==> src/rtl/rz_frame_scheduler.sv <==
// Frame sequencer for a unipolar RZ LED line driver: fetches pixels from a
// synchronous frame buffer, chains them into the driver, then waits out the latch.
module rz_frame_scheduler #(
  parameter int DATA_WIDTH = 24,
  parameter int MAX_LEDS   = 64,
  parameter int ADDR_WIDTH = $clog2(MAX_LEDS)
) (
  input  logic                  clock,
  input  logic                  reset,
  input  logic                  start,
  input  logic [ADDR_WIDTH:0]   length,
  output logic                  busy,
  output logic                  done,
  output logic [ADDR_WIDTH-1:0] fb_addr,
  output logic                  fb_rd,
  input  logic [DATA_WIDTH-1:0] fb_data,
  output logic [DATA_WIDTH-1:0] drv_data,
  output logic                  drv_enable,
  input  logic                  drv_ready,
  output logic [2:0]            dbg_state,
  output logic                  dbg_pending
);

  typedef enum logic [2:0] {
    ST_IDLE      = 3'd0,
    ST_FETCH     = 3'd1,
    ST_WAIT_DATA = 3'd2,
    ST_PRESENT   = 3'd3,
    ST_DRAIN     = 3'd4,
    ST_LATCH     = 3'd5,
    ST_DONE      = 3'd6
  } state_t;

  localparam logic [ADDR_WIDTH:0] MAX_LEN = (ADDR_WIDTH+1)'(MAX_LEDS);
  localparam logic [ADDR_WIDTH:0] LEN_ONE = (ADDR_WIDTH+1)'(1);

  state_t                state_q, state_d;
  logic [ADDR_WIDTH:0]   index_q, index_d;
  logic [ADDR_WIDTH:0]   len_q, len_d;
  logic                  pend_q, pend_d;
  logic [ADDR_WIDTH:0]   pend_len_q, pend_len_d;
  logic [DATA_WIDTH-1:0] data_q, data_d;
  logic                  en_q, en_d;
  logic                  go;
  logic [ADDR_WIDTH:0]   go_len;
  logic [ADDR_WIDTH:0]   len_clamped;

  assign len_clamped = (length > MAX_LEN) ? MAX_LEN : length;

  always_ff @(posedge clock) begin
    if (reset) begin
      state_q    <= ST_IDLE;
      index_q    <= '0;
      len_q      <= '0;
      pend_q     <= 1'b0;
      pend_len_q <= '0;
      data_q     <= '0;
      en_q       <= 1'b0;
    end else begin
      state_q    <= state_d;
      index_q    <= index_d;
      len_q      <= len_d;
      pend_q     <= pend_d;
      pend_len_q <= pend_len_d;
      data_q     <= data_d;
      en_q       <= en_d;
    end
  end

  // Driver handshake: the driver samples drv_data/drv_enable on any edge with
  // drv_ready=1; enable=1 consumes the word, enable=0 starts its reset time.
  always_comb begin
    state_d    = state_q;
    index_d    = index_q;
    len_d      = len_q;
    pend_d     = pend_q;
    pend_len_d = pend_len_q;
    data_d     = data_q;
    en_d       = en_q;
    go         = 1'b0;
    go_len     = len_clamped;
    case (state_q)
      ST_IDLE:      go = start;
      ST_FETCH:     state_d = ST_WAIT_DATA;
      ST_WAIT_DATA: begin
        data_d  = fb_data;
        en_d    = 1'b1;
        state_d = ST_PRESENT;
      end
      ST_PRESENT: begin
        if (drv_ready) begin
          if (index_q == len_q - LEN_ONE) begin
            en_d    = 1'b0;
            state_d = ST_DRAIN;
          end else begin
            index_d = index_q + LEN_ONE;
            state_d = ST_FETCH;
          end
        end
      end
      ST_DRAIN:     if (drv_ready) state_d = ST_LATCH;
      ST_LATCH:     if (drv_ready) state_d = ST_DONE;
      ST_DONE: begin
        state_d = ST_IDLE;
        pend_d  = 1'b0;
        // A start arriving in the DONE cycle supersedes any older queued length.
        if (start) begin
          go = 1'b1;
        end else if (pend_q) begin
          go     = 1'b1;
          go_len = pend_len_q;
        end
      end
      default:      state_d = ST_IDLE;
    endcase

    if (start && (state_q != ST_IDLE) && (state_q != ST_DONE)) begin
      pend_d     = 1'b1;
      pend_len_d = len_clamped;
    end

    if (go) begin
      len_d   = go_len;
      index_d = '0;
      state_d = (go_len == '0) ? ST_DONE : ST_FETCH;
    end
  end

  assign busy        = (state_q != ST_IDLE);
  assign done        = (state_q == ST_DONE);
  assign fb_rd       = (state_q == ST_FETCH);
  assign fb_addr     = index_q[ADDR_WIDTH-1:0];
  assign drv_data    = data_q;
  assign drv_enable  = en_q;
  assign dbg_state   = state_q;
  assign dbg_pending = pend_q;

endmodule

==> config.mk <==
export PLATFORM = sky130hd
export DESIGN_NAME = rz_frame_scheduler
export DESIGN_NICKNAME = d
export VERILOG_FILES = /design/src/rtl/rz_frame_scheduler.sv
export SDC_FILE = /design/constraint.sdc
export NUM_CORES = 1
export LEC_CHECK = 0
export BUFFER_PORTS_ARGS = -buffer_cell sky130_fd_sc_hd__buf_2
export CORE_MARGIN = 5
export CORE_UTILIZATION = 55
export CTS_CLUSTER_DIAMETER = 30
export CTS_CLUSTER_SIZE = 16
export DETAILED_ROUTE_END_ITERATION = 16
export MAX_ROUTING_LAYER = met4
export PLACE_DENSITY = 0.88
export REMOVE_ABC_BUFFERS = 1
export SYNTH_ARGS = -nofsm -noshare
export SYNTH_HDL_FRONTEND = slang
export SYNTH_SLANG_ARGS = --single-unit
==> constraint.sdc <==
create_clock -name clock -period 5.26 [get_ports clock]
set_input_delay 0.526 -clock clock [delete_from_list [all_inputs] [get_ports clock]]
set_output_delay 0.526 -clock clock [all_outputs]
set_load 0.02 [all_outputs]
After elaboration in Yosys (flattened, before gate mapping)
Index checks and enable logic that the tools add are counted.
{"block": "totals", "ff_bits": 50, "input_bits": 35}
{"block": "classes", "n_lt_le_gt_ge": 1, "n_bitwise": 1, "n_mux": 19, "eq_ne": 14, "n_reduce_logical": 11, "add_sub_neg": 2}
{"operator": "two-way mux 7 bit", "n": 4}
{"operator": "two-way mux 3 bit", "n": 6}
{"operator": "one-hot mux 3 bit (6 select lines)", "n": 1}
{"operator": "inequality test 3 bit (second input constant)", "n": 4}
{"operator": "equality test 3 bit (second input constant)", "n": 3}
{"operator": "adder 7 x 1 -> 7 bit (second input constant)", "n": 1}
{"operator": "equality test 7 bit", "n": 1}
{"operator": "> comparator 7 bit (second input constant)", "n": 1}
{"operator": "zero test 7 bit", "n": 1}
{"operator": "subtractor 7 x 1 -> 7 bit (second input constant)", "n": 1}
{"operator": "equality test 3 x 2 -> 1 bit (second input constant)", "n": 2}
{"operator": "two-way mux 1 bit", "n": 6}
{"operator": "inequality test 2 bit (second input constant)", "n": 3}
{"operator": "AND reduction 3 bit", "n": 2}
{"operator": "one-hot mux 1 bit (2 select lines)", "n": 2}
{"operator": "AND reduction 4 bit", "n": 1}
{"operator": "nonzero test 2 bit", "n": 2}
{"operator": "equality test 3 x 1 -> 1 bit (second input constant)", "n": 1}
{"operator": "zero test 3 bit", "n": 1}
{"operator": "nonzero test 3 bit", "n": 1}
{"operator": "logical AND 1 bit", "n": 2}
{"operator": "OR reduction 2 bit", "n": 1}
{"operator": "NOT 1 bit", "n": 1}

Depth between registers and ports, before layout
{"block": "logic_depth", "depth_word": 8, "mapped_depth": 11, "depth_no_buf": 8}

Least setup slack after synthesis
No wires, ideal clock.
{"block": "synth_timing", "path_kind": "register to register", "startpoint": "reg len_q[0]", "endpoint": "reg index_q[0]", "synth_period_minus_slack_ns": 2.192, "path_buffers": 3, "path_slack_ns": 3.068, "arrival_time_ns": 2.071, "required_time_ns": 5.139, "path_stages_with_launch": 12, "path_cell_list": "dfxtp_1 > buf_2 > inv_1 > ha_1 > clkbuf_2 > o21ba_2 > a221oi_1 > a41oi_1 > o311ai_4 > buf_6 > xor2_1 > nor2_1"}
{"block": "synth_via", "elab_chain_len": 4}
{"element": "from (decl)", "line": "39", "source": "logic [ADDR_WIDTH:0] len_q, len_d;"}
{"element": "from (signal assigned)", "line": "62", "source": "len_q <= len_d;"}
{"element": "subtractor 7 x 1 -> 7 bit", "line": "92", "source": "if (index_q == len_q - LEN_ONE) begin"}
{"element": "equality test 7 bit", "line": "92"}
{"element": "NOT 1 bit (no source line)"}
{"element": "AND reduction 3 bit (no source line)"}
{"element": "to (signal assigned)", "line": "61", "source": "index_q <= index_d;"}
{"element": "to (decl)", "line": "38", "source": "logic [ADDR_WIDTH:0] index_q, index_d;"}
Every way passes these cells.
A chain may end at the register's enable or synchronous reset.

Worst setup path in the final report
{"block": "layout_timing", "startpoint": "reg len_q[0]", "endpoint": "reg index_q[4]"}
The elaborated chain is that of the path after synthesis.

==> results.txt <==
----------------------------------------------------
[Routing]
  DRC violation count after routing ... 0
  Initial drt markers ... 54
  WL/cell ... 13.0 microns
  Number of iterations in the first detailed-routing pass ... 4
  Total number of vias ... about 2.2k
  Post-detailed-route count of antenna-violating nets ... 0
  Avg Vias per Cell ... between 5 and 6
  DRT Wirelength ... about 5200 microns

[CTS]
  Clock tree from TritonCTS ... done
  Cell at the root of the clock tree ... clkbuf_8
  Number of buffers inserted by post-CTS setup repair ... 0
  Number of clock sinks seen by CTS ... 50
  H-tree levels ... 2
  Maximum number of buffers from clock root to sink ... 2
  CTS clk-pin slew, worst paths ... about 0.080 ns
  Number of resized instances in the post-cts repair step ... 0
  Clk_lat worst skew ... about 0.3 ns
  Number of buffers added to fix hold violations after cts ... 0
  Number of buffers added by the clock tree synthesis step ... 5

[Yosys]
  Most frequent cells after synthesis ... nand2_1 (54), dfxtp_1 (50), a21oi_1 (34), nor2_1 (20), mux2i_1 (15)
  Yosys Warn Count ... 0
  Share of async-settable or async-resettable flops after synthesis ... 0%
  Largest cells by area after synthesis ... dfxtp_1 (41%), nand2_1 (8.3%), a21oi_1 (6.9%)
  Average cell area after synthesis ... ~8.3 sq um
  Unique cell type count in the Yosys netlist ... 50
  Post-synthesis instance area ... approximately 2400 sq um
  Number of enable flip-flop cells after synthesis ... 0
  Post-synth top area cell ... dfxtp_1
  Most used standard cell by instance count after synthesis ... nand2_1
  Post-synthesis instance total ... 295
  Synth Flop Type ... dfxtp_1
  Proportion of netlist area held by the largest area contributor ... 40.9%
  Count of state elements after synthesis ... 50
  Sequential share of the synthesized area ... between 40 and 50%

[Place]
  Final weighted congestion of routability-driven global placement ... slightly below 0.8
  Number of port buffers ... 72
  DPL Wire Length ... between 3000 and 4000 microns
  Count of placed standard cells including taps ... 394

[Timing]
  Final-layout setup total negative slack ... 0 ns
  Final cycle utilization of the critical path ... 46.8%
  Max transition margin ... between 40% and 50%
  Post-route clock skew ... around 0.009 ns
  Final hold violations ... 0
  Min Tclk post-route ... between 2 and 2.5 ns
  Final Setup Violations ... 0
  RSZ-0062 raised after global routing ... no
  Final hold slack ... approximately 0.45 ns
  Max-slew violation count ... 0
  Tightest Pin Transition ... roughly 0.75 ns
  Max Clk Rate ... ~0.41 GHz

[Floorplan]
  Horizontal die dimension ... between 70 and 80 microns
  DIE HEIGHT ... ~77 microns
  Row Count ... 24
  Die Outline Area ... about 5900 sq um
  Initial core utilization ... 56.6%
  Std-Cell Core Area ... 4320 sq um
  Top-level I/O count ... 73

[Setup path]
  Reg2reg path depth ... 8
  Maximum net fanout on the critical path ... 13
  Crit path DAT ... between 2 and 3 ns
  Worst r2r src ... len_q[0]
  CP Capture Type ... register
  Data required time at the worst endpoint ... 5.49 ns
  Setup slack, reg-to-reg ... 2.80 ns
  Crit path launch type ... register
  Classification of the worst setup path ... register to register
  Endpoint of the worst register-to-register path ... index_q[4]

[Status]
  Outcome ... finished clean

[Finish]
  Nets ... 386
  Non-filler cells, final ... 402
  Count of antenna diodes in the layout ... 0
  Area grow syn2layout ... 16.6%
  Core occupancy in the finished layout ... approximately 66%
  Share of layout cells above drive strength 1 ... roughly 27%

[Power]
  Total Power Consumption ... 1.26 mW
  Leakage power ... 1.19 nW
  Largest vdd supply drop ... around 270 uV
  PwrDens ... approximately 440 nW/um^2

[Global route]
  Met1 Usage GRT ... 20.0%
  Global Route met3 Usage ... ~6.2%
  Remaining global-route overflow ... 0
  Initial antenna violation count ... 0
  Busiest layer in global routing ... met2
  Total global-route track usage ... approximately 18%
  Wire length of the first global-routing pass ... roughly 8600 microns
  Pin count of the biggest net entering global routing ... 43
  GR met2 Demand/Resource ... about 30%
  Number of global-route vias before repair ... between 1.5k and 2k

[Run]
  Max cap viols ... 0

[Min path]
  Class of the most critical hold timing path ... register to register
  Critical hold path startpoint ... drv_data[19]
  Number of cells on the worst hold path ... 2
  Endpoint of the worst hold path ... drv_data[19]

----------------------------------------------------
## cells in the final DEF (no fill, tap or decap), types with 2 or more instances in the layout
| cell | count |
|---|---|
| a211oi_1 | 7 |
| a21oi_1 | 34 |
| a31oi_1 | 2 |
| and2_1 | 2 |
| buf_2 | 72 |
| clkbuf_8 | 7 |
| dfxtp_1 | 50 |
| ha_1 | 2 |
| inv_1 | 7 |
| mux2i_1 | 15 |
| nand2_1 | 54 |
| nand2b_1 | 2 |
| nand3_1 | 3 |
| nand4_1 | 3 |
| nor2_1 | 20 |
| nor2b_1 | 8 |
| nor3_1 | 5 |
| o21ai_0 | 11 |
| o21ba_2 | 2 |
| o311a_1 | 2 |
| or2_2 | 3 |
| or3_1 | 7 |
| xnor2_1 | 4 |
| xor2_1 | 4 |
## per-stage QoR
step | setup WS (ns) | instance area [sq um]
global placement | 2.94 | 2750
CTS | 2.82 | 2850
global route | 2.61 | 2850
floorplan | 2.82 | 2310
detailed placement | 2.85 | 2750
finish | 2.80 | 2850
## registers in the layout, summed over array words and instances (netlist names)
name,count
len_q,7
index_q,7
pend_len_q,7
dbg_state,3
drv_data,24
dbg_pending,1
drv_enable,1
## where the power goes
part	switching, mW	internal (mW)	leakage, nW	total (mW)
Sequential	0.0748	0.448	0.407	0.523
Clock	0.120	0.121	0.0544	0.241
Combinational	0.285	0.209	0.732	0.494
Total	0.480	0.777	1.19	1.26
## how the worst max path moves through the flow
| stage | slack [ns] | cells past startpoint | end | startpoint |
|---|---|---|---|---|
| 5_1_grt | 2.61 | 8 | index_q[4] | len_q[0] |
| 3_3_place_gp | 2.94 | 8 | index_q[4] | len_q[0] |
| 3_5_place_dp | 2.85 | 8 | index_q[3] | len_q[0] |
| 4_1_cts | 2.82 | 8 | index_q[4] | len_q[0] |
| 2_1_floorplan | 2.82 | 3 | drv_enable | dbg_state[1] |
| 6_report | 2.80 | 8 | index_q[4] | len_q[0] |
## layer usage
metal / vias to the layer above / wire, microns
met5: - / 0
met4: 0 / 29
met3: 3 / 447
met2: 69 / 2440
met1: 984 / 2290
li1: 1119 / -
## area by class of cell
cell class	instances	area (sq um)
repair buffers	73	368
clock buffers	7	96.3
fillers	406	1470
clock inverters	1	8.76
multi-input cells	212	1290
flip-flops and latches	50	1000
inverters	7	26.3
well taps	52	65.1
## worst max-delay path: stages, from the launching register on
cell and delay, ns:
dfxtp_1 0.49, inv_1 0.08, ha_1 0.30, o21ba_2 0.23, a221oi_1 0.29, a41oi_1 0.13, o311ai_4 0.56, o21ai_0 0.18
a21oi_1 0.14
## cells by family (layout without fill, tap and decap cells)
family,after synthesis,count (layout),synth area share (%)
AO/OA/AOI/OAI,67,67,17.2
XOR/XNOR,9,9,3.78
adder cells (fa/ha/maj),2,2,1.02
buffers and inverters,33,88,6.69
flip-flops,50,50,40.9
multiplexers,16,16,6.59
AND/OR/NAND/NOR,118,118,23.8
(Power assumes the default switching activity.)
